===== src/rtl/fp_pkg.sv =====
// Shared single-precision float constants and the complex-multiplier FSM state type.
package fp_pkg;

  localparam logic [31:0] FP_QNAN  = 32'h7FC00000;
  localparam logic [31:0] FP_PINF  = 32'h7F800000;
  localparam int          EXP_BIAS = 127;

  localparam int SIGN_W = 1;
  localparam int EXP_W  = 8;
  localparam int MAN_W  = 23;

  typedef enum logic [2:0] {
    IDLE,
    M0,
    M1,
    M2,
    M3,
    ADD_RE,
    ADD_IM,
    DONE
  } cmul_state_t;

endpackage


===== src/rtl/add_sub_float.sv =====
// Combinational IEEE-754 single add/sub: aligns with guard/round/sticky, normalizes by
// leading-zero count, rounds RNE; denormals flush to signed zero.
module add_sub_float
  import fp_pkg::*;
(
  input  logic [31:0] a,
  input  logic [31:0] b,
  input  logic        sub,
  output logic [31:0] result
);

  function automatic logic [4:0] lzc27(input logic [26:0] v);
    logic [4:0] n;
    n = 5'd27;
    for (int i = 0; i < 27; i++)
      if (v[i]) n = 5'(26 - i);
    return n;
  endfunction

  function automatic logic [31:0] round_pack(input logic sign, input logic signed [10:0] exp_in,
                                             input logic [23:0] man, input logic g, input logic s);
    logic [24:0]        rsum;
    logic signed [10:0] ex;
    logic [31:0]        r;
    rsum = {1'b0, man} + {24'd0, g & (s | man[0])};
    ex   = exp_in;
    if (rsum[24]) begin
      rsum = 25'h0800000;
      ex   = ex + 11'sd1;
    end
    if (ex >= 11'sd255)    r = {sign, FP_PINF[30:0]};
    else if (ex <= 11'sd0) r = {sign, 31'd0};
    else                   r = {sign, ex[7:0], rsum[22:0]};
    return r;
  endfunction

  logic [31:0]        bx, big, sml;
  logic               a_nan, b_nan, a_inf, b_inf, a_zero, b_zero;
  logic [7:0]         d;
  logic [26:0]        mb, ms, ms_al, m;
  logic [27:0]        sum;
  logic [4:0]         lz;
  logic signed [10:0] ex;

  always_comb begin
    bx     = {b[31] ^ sub, b[30:0]};
    a_nan  = (a[30:23] == 8'hFF) && (a[22:0] != 23'd0);
    b_nan  = (b[30:23] == 8'hFF) && (b[22:0] != 23'd0);
    a_inf  = (a[30:23] == 8'hFF) && (a[22:0] == 23'd0);
    b_inf  = (b[30:23] == 8'hFF) && (b[22:0] == 23'd0);
    a_zero = (a[30:23] == 8'h00);
    b_zero = (b[30:23] == 8'h00);

    // Larger magnitude first so the subtraction below never goes negative.
    if (a[30:0] >= bx[30:0]) begin
      big = a;
      sml = bx;
    end else begin
      big = bx;
      sml = a;
    end
    d  = big[30:23] - sml[30:23];
    mb = {1'b1, big[22:0], 3'b000};
    ms = {1'b1, sml[22:0], 3'b000};
    if (d >= 8'd27) ms_al = 27'd1;
    else            ms_al = (ms >> d) | {26'd0, |(ms & ((27'd1 << d) - 27'd1))};

    ex  = $signed({3'b000, big[30:23]});
    sum = '0;
    lz  = '0;
    if (big[31] == sml[31]) begin
      sum = {1'b0, mb} + {1'b0, ms_al};
      if (sum[27]) begin
        m  = {sum[27:2], sum[1] | sum[0]};
        ex = ex + 11'sd1;
      end else begin
        m = sum[26:0];
      end
    end else begin
      m  = mb - ms_al;
      lz = lzc27(m);
      m  = m << lz;
      ex = ex - $signed({6'd0, lz});
    end

    if (a_nan || b_nan)                             result = FP_QNAN;
    else if (a_inf && b_inf && (a[31] != bx[31]))   result = FP_QNAN;
    else if (a_inf)                                 result = a;
    else if (b_inf)                                 result = bx;
    else if (a_zero && b_zero)                      result = {a[31] & bx[31], 31'd0};
    else if (a_zero)                                result = bx;
    else if (b_zero)                                result = a;
    else if (m == 27'd0)                            result = 32'd0;
    else result = round_pack(big[31], ex, m[26:3], m[2], m[1] | m[0]);
  end

endmodule


===== src/rtl/mul_float.sv =====
// Combinational IEEE-754 single multiply: RNE, denormals flushed to signed zero,
// overflow to signed Inf, NaN and Inf*0 produce the canonical quiet NaN.
module mul_float
  import fp_pkg::*;
(
  input  logic [31:0] a,
  input  logic [31:0] b,
  output logic [31:0] result
);

  function automatic logic [31:0] round_pack(input logic sign, input logic signed [10:0] exp_in,
                                             input logic [23:0] man, input logic g, input logic s);
    logic [24:0]        rsum;
    logic signed [10:0] ex;
    logic [31:0]        r;
    rsum = {1'b0, man} + {24'd0, g & (s | man[0])};
    ex   = exp_in;
    if (rsum[24]) begin
      rsum = 25'h0800000;
      ex   = ex + 11'sd1;
    end
    if (ex >= 11'sd255)   r = {sign, FP_PINF[30:0]};
    else if (ex <= 11'sd0) r = {sign, 31'd0};
    else                   r = {sign, ex[7:0], rsum[22:0]};
    return r;
  endfunction

  logic               sign;
  logic               a_nan, b_nan, a_inf, b_inf, a_zero, b_zero;
  logic [47:0]        prod;
  logic signed [10:0] ex;

  always_comb begin
    sign   = a[31] ^ b[31];
    a_nan  = (a[30:23] == 8'hFF) && (a[22:0] != 23'd0);
    b_nan  = (b[30:23] == 8'hFF) && (b[22:0] != 23'd0);
    a_inf  = (a[30:23] == 8'hFF) && (a[22:0] == 23'd0);
    b_inf  = (b[30:23] == 8'hFF) && (b[22:0] == 23'd0);
    a_zero = (a[30:23] == 8'h00);
    b_zero = (b[30:23] == 8'h00);
    prod   = 48'({1'b1, a[22:0]}) * 48'({1'b1, b[22:0]});
    ex     = $signed({3'b000, a[30:23]}) + $signed({3'b000, b[30:23]}) - $signed(11'(EXP_BIAS));

    if (a_nan || b_nan)                          result = FP_QNAN;
    else if ((a_inf && b_zero) || (b_inf && a_zero)) result = FP_QNAN;
    else if (a_inf || b_inf)                     result = {sign, FP_PINF[30:0]};
    else if (a_zero || b_zero)                   result = {sign, 31'd0};
    else if (prod[47])
      result = round_pack(sign, ex + 11'sd1, prod[47:24], prod[23], |prod[22:0]);
    else
      result = round_pack(sign, ex, prod[46:23], prod[22], |prod[21:0]);
  end

endmodule


===== src/rtl/fp_cmul_seq.sv =====
// Sequential single-precision complex multiply y = a * w (or a * conj(w)) sharing one
// multiplier and one adder across a 7-cycle schedule.
module fp_cmul_seq
  import fp_pkg::*;
#(
  parameter bit CONJ_W = 1'b0
) (
  input  logic        clk,
  input  logic        rst_n,
  input  logic        in_valid,
  output logic        in_ready,
  input  logic [31:0] a_re,
  input  logic [31:0] a_im,
  input  logic [31:0] w_re,
  input  logic [31:0] w_im,
  output logic        out_valid,
  input  logic        out_ready,
  output logic [31:0] y_re,
  output logic [31:0] y_im
);

  cmul_state_t state;
  logic [31:0] ar, ai, wr, wi;
  logic [31:0] p0, p1, p2, p3;
  logic [31:0] mul_a, mul_b, mul_y;
  logic [31:0] add_a, add_b, add_y;
  logic        add_sub;

  always_comb begin
    mul_a = ar;
    mul_b = wr;
    case (state)
      M1:      begin mul_a = ai; mul_b = wi; end
      M2:      begin mul_a = ar; mul_b = wi; end
      M3:      begin mul_a = ai; mul_b = wr; end
      default: begin mul_a = ar; mul_b = wr; end
    endcase
  end

  // ADD_RE negates p1 inside the adder; ADD_IM is a plain sum.
  always_comb begin
    add_a   = p0;
    add_b   = p1;
    add_sub = (state == ADD_RE);
    if (state == ADD_IM) begin
      add_a = p2;
      add_b = p3;
    end
  end

  mul_float u_mul (
    .a      (mul_a),
    .b      (mul_b),
    .result (mul_y)
  );

  add_sub_float u_add (
    .a      (add_a),
    .b      (add_b),
    .sub    (add_sub),
    .result (add_y)
  );

  always_ff @(posedge clk or negedge rst_n) begin
    if (!rst_n) begin
      state     <= IDLE;
      in_ready  <= 1'b1;
      out_valid <= 1'b0;
      y_re      <= '0;
      y_im      <= '0;
      ar        <= '0;
      ai        <= '0;
      wr        <= '0;
      wi        <= '0;
      p0        <= '0;
      p1        <= '0;
      p2        <= '0;
      p3        <= '0;
    end else begin
      case (state)
        IDLE: if (in_valid) begin
          ar       <= a_re;
          ai       <= a_im;
          wr       <= w_re;
          wi       <= w_im ^ {CONJ_W, 31'd0};
          in_ready <= 1'b0;
          state    <= M0;
        end
        M0: begin p0 <= mul_y; state <= M1; end
        M1: begin p1 <= mul_y; state <= M2; end
        M2: begin p2 <= mul_y; state <= M3; end
        M3: begin p3 <= mul_y; state <= ADD_RE; end
        ADD_RE: begin
          y_re  <= add_y;
          state <= ADD_IM;
        end
        ADD_IM: begin
          y_im      <= add_y;
          out_valid <= 1'b1;
          state     <= DONE;
        end
        DONE: if (out_ready) begin
          out_valid <= 1'b0;
          in_ready  <= 1'b1;
          state     <= IDLE;
        end
        default: state <= IDLE;
      endcase
    end
  end

endmodule


===== config.mk =====
export PLATFORM = sky130hd
export DESIGN_NAME = fp_cmul_seq
export DESIGN_NICKNAME = d
export VERILOG_FILES = /design/src/rtl/fp_pkg.sv /design/src/rtl/add_sub_float.sv /design/src/rtl/mul_float.sv /design/src/rtl/fp_cmul_seq.sv
export SDC_FILE = /design/constraint.sdc
export NUM_CORES = 2
export LEC_CHECK = 0
export CELL_PAD_IN_SITES_DETAIL_PLACEMENT = 1
export CELL_PAD_IN_SITES_GLOBAL_PLACEMENT = 1
export CORE_UTILIZATION = 44
export DETAILED_ROUTE_END_ITERATION = 16
export PLACE_DENSITY = 0.8
export SKIP_CTS_REPAIR_TIMING = 1
export SYNTH_ARGS = -nofsm -noshare
export SYNTH_HDL_FRONTEND = slang
export SYNTH_SLANG_ARGS = --single-unit

===== constraint.sdc =====
create_clock -name clk -period 15.5 [get_ports clk]
set_clock_uncertainty 0.15 [all_clocks]
set_input_delay 3.1 -clock clk [delete_from_list [all_inputs] [get_ports clk]]
set_output_delay 3.1 -clock clk [all_outputs]
set_load 0.005 [all_outputs]

=== Yosys cells after proc, flatten, opt, wreduce, memory -nomap -nowiden ===
Cells that the tools add are included.

* Input bits: 132
* Register bits after elaboration: 325
* Word-level logic and storage cells: 200
* Output and inout bits: 66

* Shift-type cells: 3
* $mul: 1
* Reduce and logical (&&, ||, !) cells: 43
* Bitwise gates (word level): 13
* Magnitude comparators: 8
* Equal/unequal tests: 15
* Add/subtract/negate cells: 14
* Muxes and demuxes: 90

{| class="wikitable"
|+ Operator list
! cell !! number
|-
| $mux W32 || 16
|-
| $mux W31 || 9
|-
| $mux W11 || 23
|-
| $logic_not A23 Y1 || 4
|-
| $reduce_bool A23 Y1 || 4
|-
| $mux W5 || 17
|-
| $mux W27 || 3
|-
| $add A24 B1 Y25 || 3
|-
| $mux W23 || 3
|-
| $mul A24 B24 Y48 || 1
|-
| $add A11 B2 Y11 const B || 3
|-
| $ge A11 B9 Y1 const B || 3
|-
| $le A11 B1 Y1 const B || 3
|-
| $eq A8 B8 Y1 const B || 4
|-
| $logic_not A8 Y1 || 4
|-
| $mux W4 || 8
|-
| $ge A31 B31 Y1 || 1
|-
| $add A27 B27 Y28 || 1
|-
| $and A27 B27 Y27 || 1
|-
| $logic_not A27 Y1 || 1
|-
| $or A27 B1 Y27 || 1
|-
| $reduce_or A27 Y1 || 1
|-
| $shl A1 B8 Y27 const A || 1
|-
| $shl A27 B5 Y27 || 1
|-
| other kinds (32) || 71
|}

=== Depth between registers and ports, before layout ===
* Depth in word-level cells: 66
* Gate-level depth with buffers: 78
* Gate-level depth less buffers: 59

=== Hierarchy ===
A second synthesis with hierarchy kept.

* Cell total of the unflattened synthesis: 5,737
* Area, all modules: 49,876.6 um^2

{| class="wikitable"
|+ By module, submodules not included
! module !! cells an instance !! times used !! sequential area each (um^2) !! area each (um^2)
|-
| mul_float || 2,706 || 1 || 0.0 || 22,429.0
|-
| fp_cmul_seq || 847 || 1 || 8,134.1 || 13,789.5
|-
| add_sub_float || 2,184 || 1 || 0.0 || 13,658.1
|}

=== Worst setup path after synthesis ===
Ideal clock, no wire load.

* Path kind: reg2reg
* From: register state[1]
* To: register y_re[2]
* Period minus slack after synthesis: 16.399 ns
* Buffers on the path: 19
* Arrival: 16.156 ns
* Library setup time: 0.094 ns
* Required time: 15.256 ns
* Slack: -0.899 ns
* Cell stages (with the launch flop): 74
* Cell sequence: dfrtp_1 -> buf_2 -> and3b_1 -> buf_6 -> buf_2 -> buf_2 -> buf_2 -> buf_2 -> buf_2 -> buf_1 -> mux2i_1 -> inv_1 -> ha_1 -> nand3_1 -> nor3_1 -> a21oi_1 -> and4_1 -> o2111ai_1 -> [38 not listed] -> ha_1 -> nor2b_1 -> o21ai_0 -> nand2b_1 -> a21o_1 -> a211o_1 -> o21ai_0 -> xor2_1 -> nand2_1 -> or2_2 -> or3_1 -> nor4b_2 -> mux2_2 -> and3_1 -> a211oi_2 -> buf_4 -> a22oi_1 -> a221oi_2

* Longest elaborated chain between the ends: 66
* Elaborated cells between the ends (all ways): 101
* Classes of those cells: add/sub (8); order compare (4); eq/ne (6); shift (3); mux (57); bitwise (7); reduce/logical (16)

{| class="wikitable"
|+ RTL lines
! element !! line !! RTL
|-
| from (decl) || fp_cmul_seq.sv:22 || <nowiki>cmul_state_t state;</nowiki>
|-
| from (signal assigned) || fp_cmul_seq.sv:66 || <nowiki>state <= IDLE;</nowiki>
|-
| from (signal assigned) || fp_cmul_seq.sv:87 || <nowiki>state <= M0;</nowiki>
|-
| from (signal assigned) || fp_cmul_seq.sv:89 || <nowiki>M0: begin p0 <= mul_y; state <= M1; end</nowiki>
|-
| $eq A3 B3 Y1 || fp_cmul_seq.sv:45 || <nowiki>if (state == ADD_IM) begin</nowiki>
|-
| $mux W32 || fp_cmul_seq.sv:45 ||
|-
| $ge A31 B31 Y1 || add_sub_float.sv:55 || <nowiki>if (a[30:0] >= bx[30:0]) begin</nowiki>
|-
| $mux W32 || add_sub_float.sv:55 ||
|-
| $sub A8 B8 Y8 || add_sub_float.sv:62 || <nowiki>d = big[30:23] - sml[30:23];</nowiki>
|-
| $shl A1 B8 Y27 || add_sub_float.sv:66 || <nowiki>else ms_al = (ms >> d) | {26'd0, |(ms & ((27'd1 << d) - 27'd1))};</nowiki>
|-
| $sub A27 B1 Y27 || add_sub_float.sv:66 ||
|-
| $and A27 B27 Y27 || add_sub_float.sv:66 ||
|-
| [50 not listed] || n/a ||
|-
| $mux W32 || add_sub_float.sv:93 || <nowiki>else if (m == 27'd0) result = 32'd0;</nowiki>
|-
| $mux W32 || add_sub_float.sv:92 || <nowiki>else if (b_zero) result = a;</nowiki>
|-
| $mux W32 || add_sub_float.sv:91 || <nowiki>else if (a_zero) result = bx;</nowiki>
|-
| $mux W32 || add_sub_float.sv:90 || <nowiki>else if (a_zero && b_zero) result = {a[31] & bx[31], 31'd0};</nowiki>
|-
| $mux W32 || add_sub_float.sv:89 || <nowiki>else if (b_inf) result = bx;</nowiki>
|-
| $mux W32 || add_sub_float.sv:88 || <nowiki>else if (a_inf) result = a;</nowiki>
|-
| $mux W32 || add_sub_float.sv:87 || <nowiki>else if (a_inf && b_inf && (a[31] != bx[31])) result = FP_QNAN;</nowiki>
|-
| $mux W32 || add_sub_float.sv:86 || <nowiki>if (a_nan || b_nan) result = FP_QNAN;</nowiki>
|-
| to (signal assigned) || fp_cmul_seq.sv:94 || <nowiki>y_re <= add_y;</nowiki>
|-
| to (decl) || fp_cmul_seq.sv:18 || <nowiki>output logic [31:0] y_re,</nowiki>
|}

Several ways; a longest one is shown, not always the timed one. The select of a mux whose other input is x is not followed.
A chain may end at the register's enable or synchronous reset.

=== Worst setup path after layout ===
* From: register state[2]
* To: register p3[9]

* Longest elaborated chain between the ends: 22
* Elaborated cells between the ends (all ways): 65
* Classes of those cells: add/sub (6); mul (1); order compare (4); eq/ne (5); mux (25); bitwise (4); reduce/logical (20)

{| class="wikitable"
|+ RTL lines
! element !! line !! RTL
|-
| $eq A3 B3 Y1 or $eq A3 B2 Y1 (tied branches) || fp_cmul_seq.sv:32, fp_cmul_seq.sv:80 ||
|-
| $reduce_or A2 Y1 (no line) || n/a ||
|-
| $mux W32 || fp_cmul_seq.sv:32 || <nowiki>case (state)</nowiki>
|-
| $mul A24 B24 Y48 || mul_float.sv:41 || <nowiki>prod = 48'({1'b1, a[22:0]}) * 48'({1'b1, b[22:0]});</nowiki>
|-
| $reduce_or A23 Y1 or $reduce_or A22 Y1 (tied branches) || mul_float.sv:49, mul_float.sv:51 ||
|-
| $or A1 B1 Y1 || mul_float.sv:16 || <nowiki>rsum = {1'b0, man} + {24'd0, g & (s | man[0])};</nowiki>
|-
| $and A1 B1 Y1 || mul_float.sv:16 ||
|-
| $add A24 B1 Y25 || mul_float.sv:16 ||
|-
| [6 not listed] || n/a ||
|-
| $le A11 B1 Y1 || mul_float.sv:23 || <nowiki>else if (ex <= 11'sd0) r = {sign, 31'd0};</nowiki>
|-
| $mux W31 || mul_float.sv:23 ||
|-
| $mux W31 || mul_float.sv:22 || <nowiki>if (ex >= 11'sd255) r = {sign, FP_PINF[30:0]};</nowiki>
|-
| $mux W31 || mul_float.sv:48 || <nowiki>else if (prod[47])</nowiki>
|-
| $mux W31 || mul_float.sv:47 || <nowiki>else if (a_zero || b_zero) result = {sign, 31'd0};</nowiki>
|-
| $mux W31 || mul_float.sv:46 || <nowiki>else if (a_inf || b_inf) result = {sign, FP_PINF[30:0]};</nowiki>
|-
| $mux W32 || mul_float.sv:45 || <nowiki>else if ((a_inf && b_zero) || (b_inf && a_zero)) result = FP_QNAN;</nowiki>
|-
| $mux W32 || mul_float.sv:44 || <nowiki>if (a_nan || b_nan) result = FP_QNAN;</nowiki>
|-
| to (signal assigned) || fp_cmul_seq.sv:78 || <nowiki>p3 <= '0;</nowiki>
|-
| to (signal assigned) || fp_cmul_seq.sv:92 || <nowiki>M3: begin p3 <= mul_y; state <= ADD_RE; end</nowiki>
|-
| to (decl) || fp_cmul_seq.sv:24 || <nowiki>logic [31:0] p0, p1, p2, p3;</nowiki>
|}

Several ways; a longest one is shown, not always the timed one. The select of a mux whose other input is x is not followed.

==> flow_summary.yaml <==
sta:
  worstMarginPinSlew_ps: 1250
  setup_viol: 0
  finalHoldViolCount: 0
  period_needed_ps: 14800
  max-slew-margin-rel: 0.156
  setup_slack_ps: 698
  report.final.slew_viol_count: 0
  fin_crit_sh: 0.955
  max_freq_ghz: 0.0676
logic_synthesis:
  syn_area_um2: 46300
  ys_seq_elements: 325
  async_flop_share: 1.00
  synth_area_leaders: "fa_1 (21%), dfrtp_1 (18%), ha_1 (7.3%), nand2_1 (6.7%), inv_1 (5.7%)"
  synth_top_area_frac: 0.210
  postSynthCellCount: 5612
  synth-main-ff-cell: "dfrtp_1"
  synth_edf_count: 0
  syn_avg_cell_area_um2: 8.25
  yosys_warnings: 0
  ys_seq_area_frac: 0.176
  synth_nets: 6500
  netlist-cell-type-count: 113
  post-synth-top-area-cell: "fa_1"
placed_design:
  dpl.cell_count: 7222
  portBuffers: 197
  post-place-ws_ps: 114
  placed_cell_area_um2: 51400
  gp_congestion: 1.07
  place.detailed.hpwl_mm: 169
clocking:
  clkLatencyLatePin_ps: 650
  cts-root-buf: "clkbuf_16"
  path_clk_slew_ps: 70
  clk_path_buf_depth: 3
  cts_tree: "built"
  clock_sink_count: 325
  htree_num_levels: 2
  cts_buffers: 39
global_routing:
  first_global_vias: 48100
  antenna_found_initial: 8
  grt_overflow: 0
  grt_pass1_wl_mm: 313
  grt_max_degree: 147
  grt_use_total: 0.392
worst_setup_path:
  critPathMaxStageDelay_ps: 840
  crit_path_end_kind: "flop"
  critPathSlowestCell: "mux2i_1"
  worstPathArrival_ps: 15150
  critPathTopFamily: "compound AO/OA/AOI/OAI gates"
  cp-start-kind: "flop"
  path_class: "flop to flop"
  cpMostUsedCell: "fa_1"
  path_max_fanout: 16
  cp.required_ps: 15850
  critPathBufInv: 9
layout:
  layout_commonest_cell: "nand2_1"
  instances_no_fill: 7310
  final_cell_mix: "nand2_1 (827), inv_1 (700), nor2_1 (485), fa_1 (485)"
  synthToLayoutAreaGrowth_pct: 14.5
  layout.nets: 6784
  layout-drive-gt1-share: 0.117
  design_area_um2: 53000
  fill_cells: 12400
drt:
  num_vias: 44800
  firstDrtPassIters: 5
  vias_per_cell: 6.12
  wl_mm: 210
  antenna_left: 0
  drc: 0
  dr.first_iter.drc_count: 3831
  wire_per_inst_um: 28.8
die:
  die_y_um: 326
  coreArea_um2: 104000
  die_w_um: 326
  io_pins: 198
  start_util: 0.445
  dieArea_um2: 106000
  row_count: 118
worst_hold_path:
  holdCritPathClass: "flop to flop"
outcome:
  status: "complete, no violations"
flow_run:
  drv_cap: 0
==> tightest hold or removal path: stages, from the launching register on <==
cell and delay, ps:
dfrtp_1 340, nand2_1 50, o21ai_0 60
==> cell type report <==
| class | count | area [um2] | area share |
|---|---|---|---|
| Antenna cell | 5 | 12.5 | 0.000236 |
| Clock buffer | 49 | 1100 | 0.0208 |
| Clock inverter | 21 | 283 | 0.00534 |
| Inverter | 713 | 2680 | 0.0506 |
| Multi-Input combinational cell | 4289 | 34500 | 0.651 |
| Sequential cell | 325 | 8130 | 0.153 |
| Tap cell | 1380 | 1730 | 0.0326 |
| Timing Repair Buffer | 528 | 4550 | 0.0858 |
==> final timing paths <==
check | start | to | slack (ps) | cells after the start
setup / recovery | state[2] | p3[9] | 700 | 48
setup reg to reg | state[2] | p3[9] | 700 | 48
min in group asynchronous | rst_n | y_re[30] | 2390 | 1
max in group asynchronous | rst_n | state[1] | 10420 | 3
hold reg to reg | y_im[23] | y_im[23] | 330 | 2
hold / removal | y_im[23] | y_im[23] | 330 | 2
==> stage by stage <==
step	hold WS [ps]	setup TNS, ps	util
finish	331	0	0.510
global route	361	-51.4	0.510
CTS	333	0	0.508
detailed placement	320	0	0.495
global placement	311	0	0.495
floorplan	299	0	-
==> layer usage <==
metal	GRT usage	wire length, um	vias up
li1	-	-	19400
met1	0.495	84900	22900
met2	0.639	98000	1938
met3	0.0797	16200	483
met4	0.192	11200	6
met5	0	36	-
==> cells by family (layout without fill, tap and decap cells) <==
family	Yosys count	count (layout)	share of synthesized area
fa+ha+maj	758	758	0.283
other cells	0	5	0
flops	325	325	0.176
compound gates	1110	1110	0.154
mux	362	362	0.0860
buf+inv	999	1311	0.0829
simple gates	1864	1865	0.181
xor+xnor	194	194	0.0369
==> registers in the layout, indices dropped and copies added (netlist names), 3 cells and up <==
signal and flops:
ai 32, ar 32, p0 32, p1 32, p2 32, p3 32, state 3, wi 32
wr 32, y_im 32, y_re 32
==> cells in the mapped netlist (all sizes together), types with 12 or more instances <==
library cell and instances:
o31ai 17, inv 707, clkbuf 220, o21a 25, xor2 63, o21ai 315
nand2b 47, a21o 50, nor4 53, nor2b 26, nor2 487, a211oi 49
dfrtp 324, and3 32, and2 46, o211ai 50, nor3 89, mux2 167
nand3 83, o21bai 36, nand2 829, or2 32, a22oi 32, a2111oi 14
mux2i 183, mux4 12, a21oi 267, or4 16, fa 485, o22ai 44
buf 66, or3 35, xnor2 131, ha 271, a31oi 53, a311oi 15
nand4 43
Power is not shown: default switching activity piles up to over one toggle a cycle in this logic, so the estimate is an artifact.
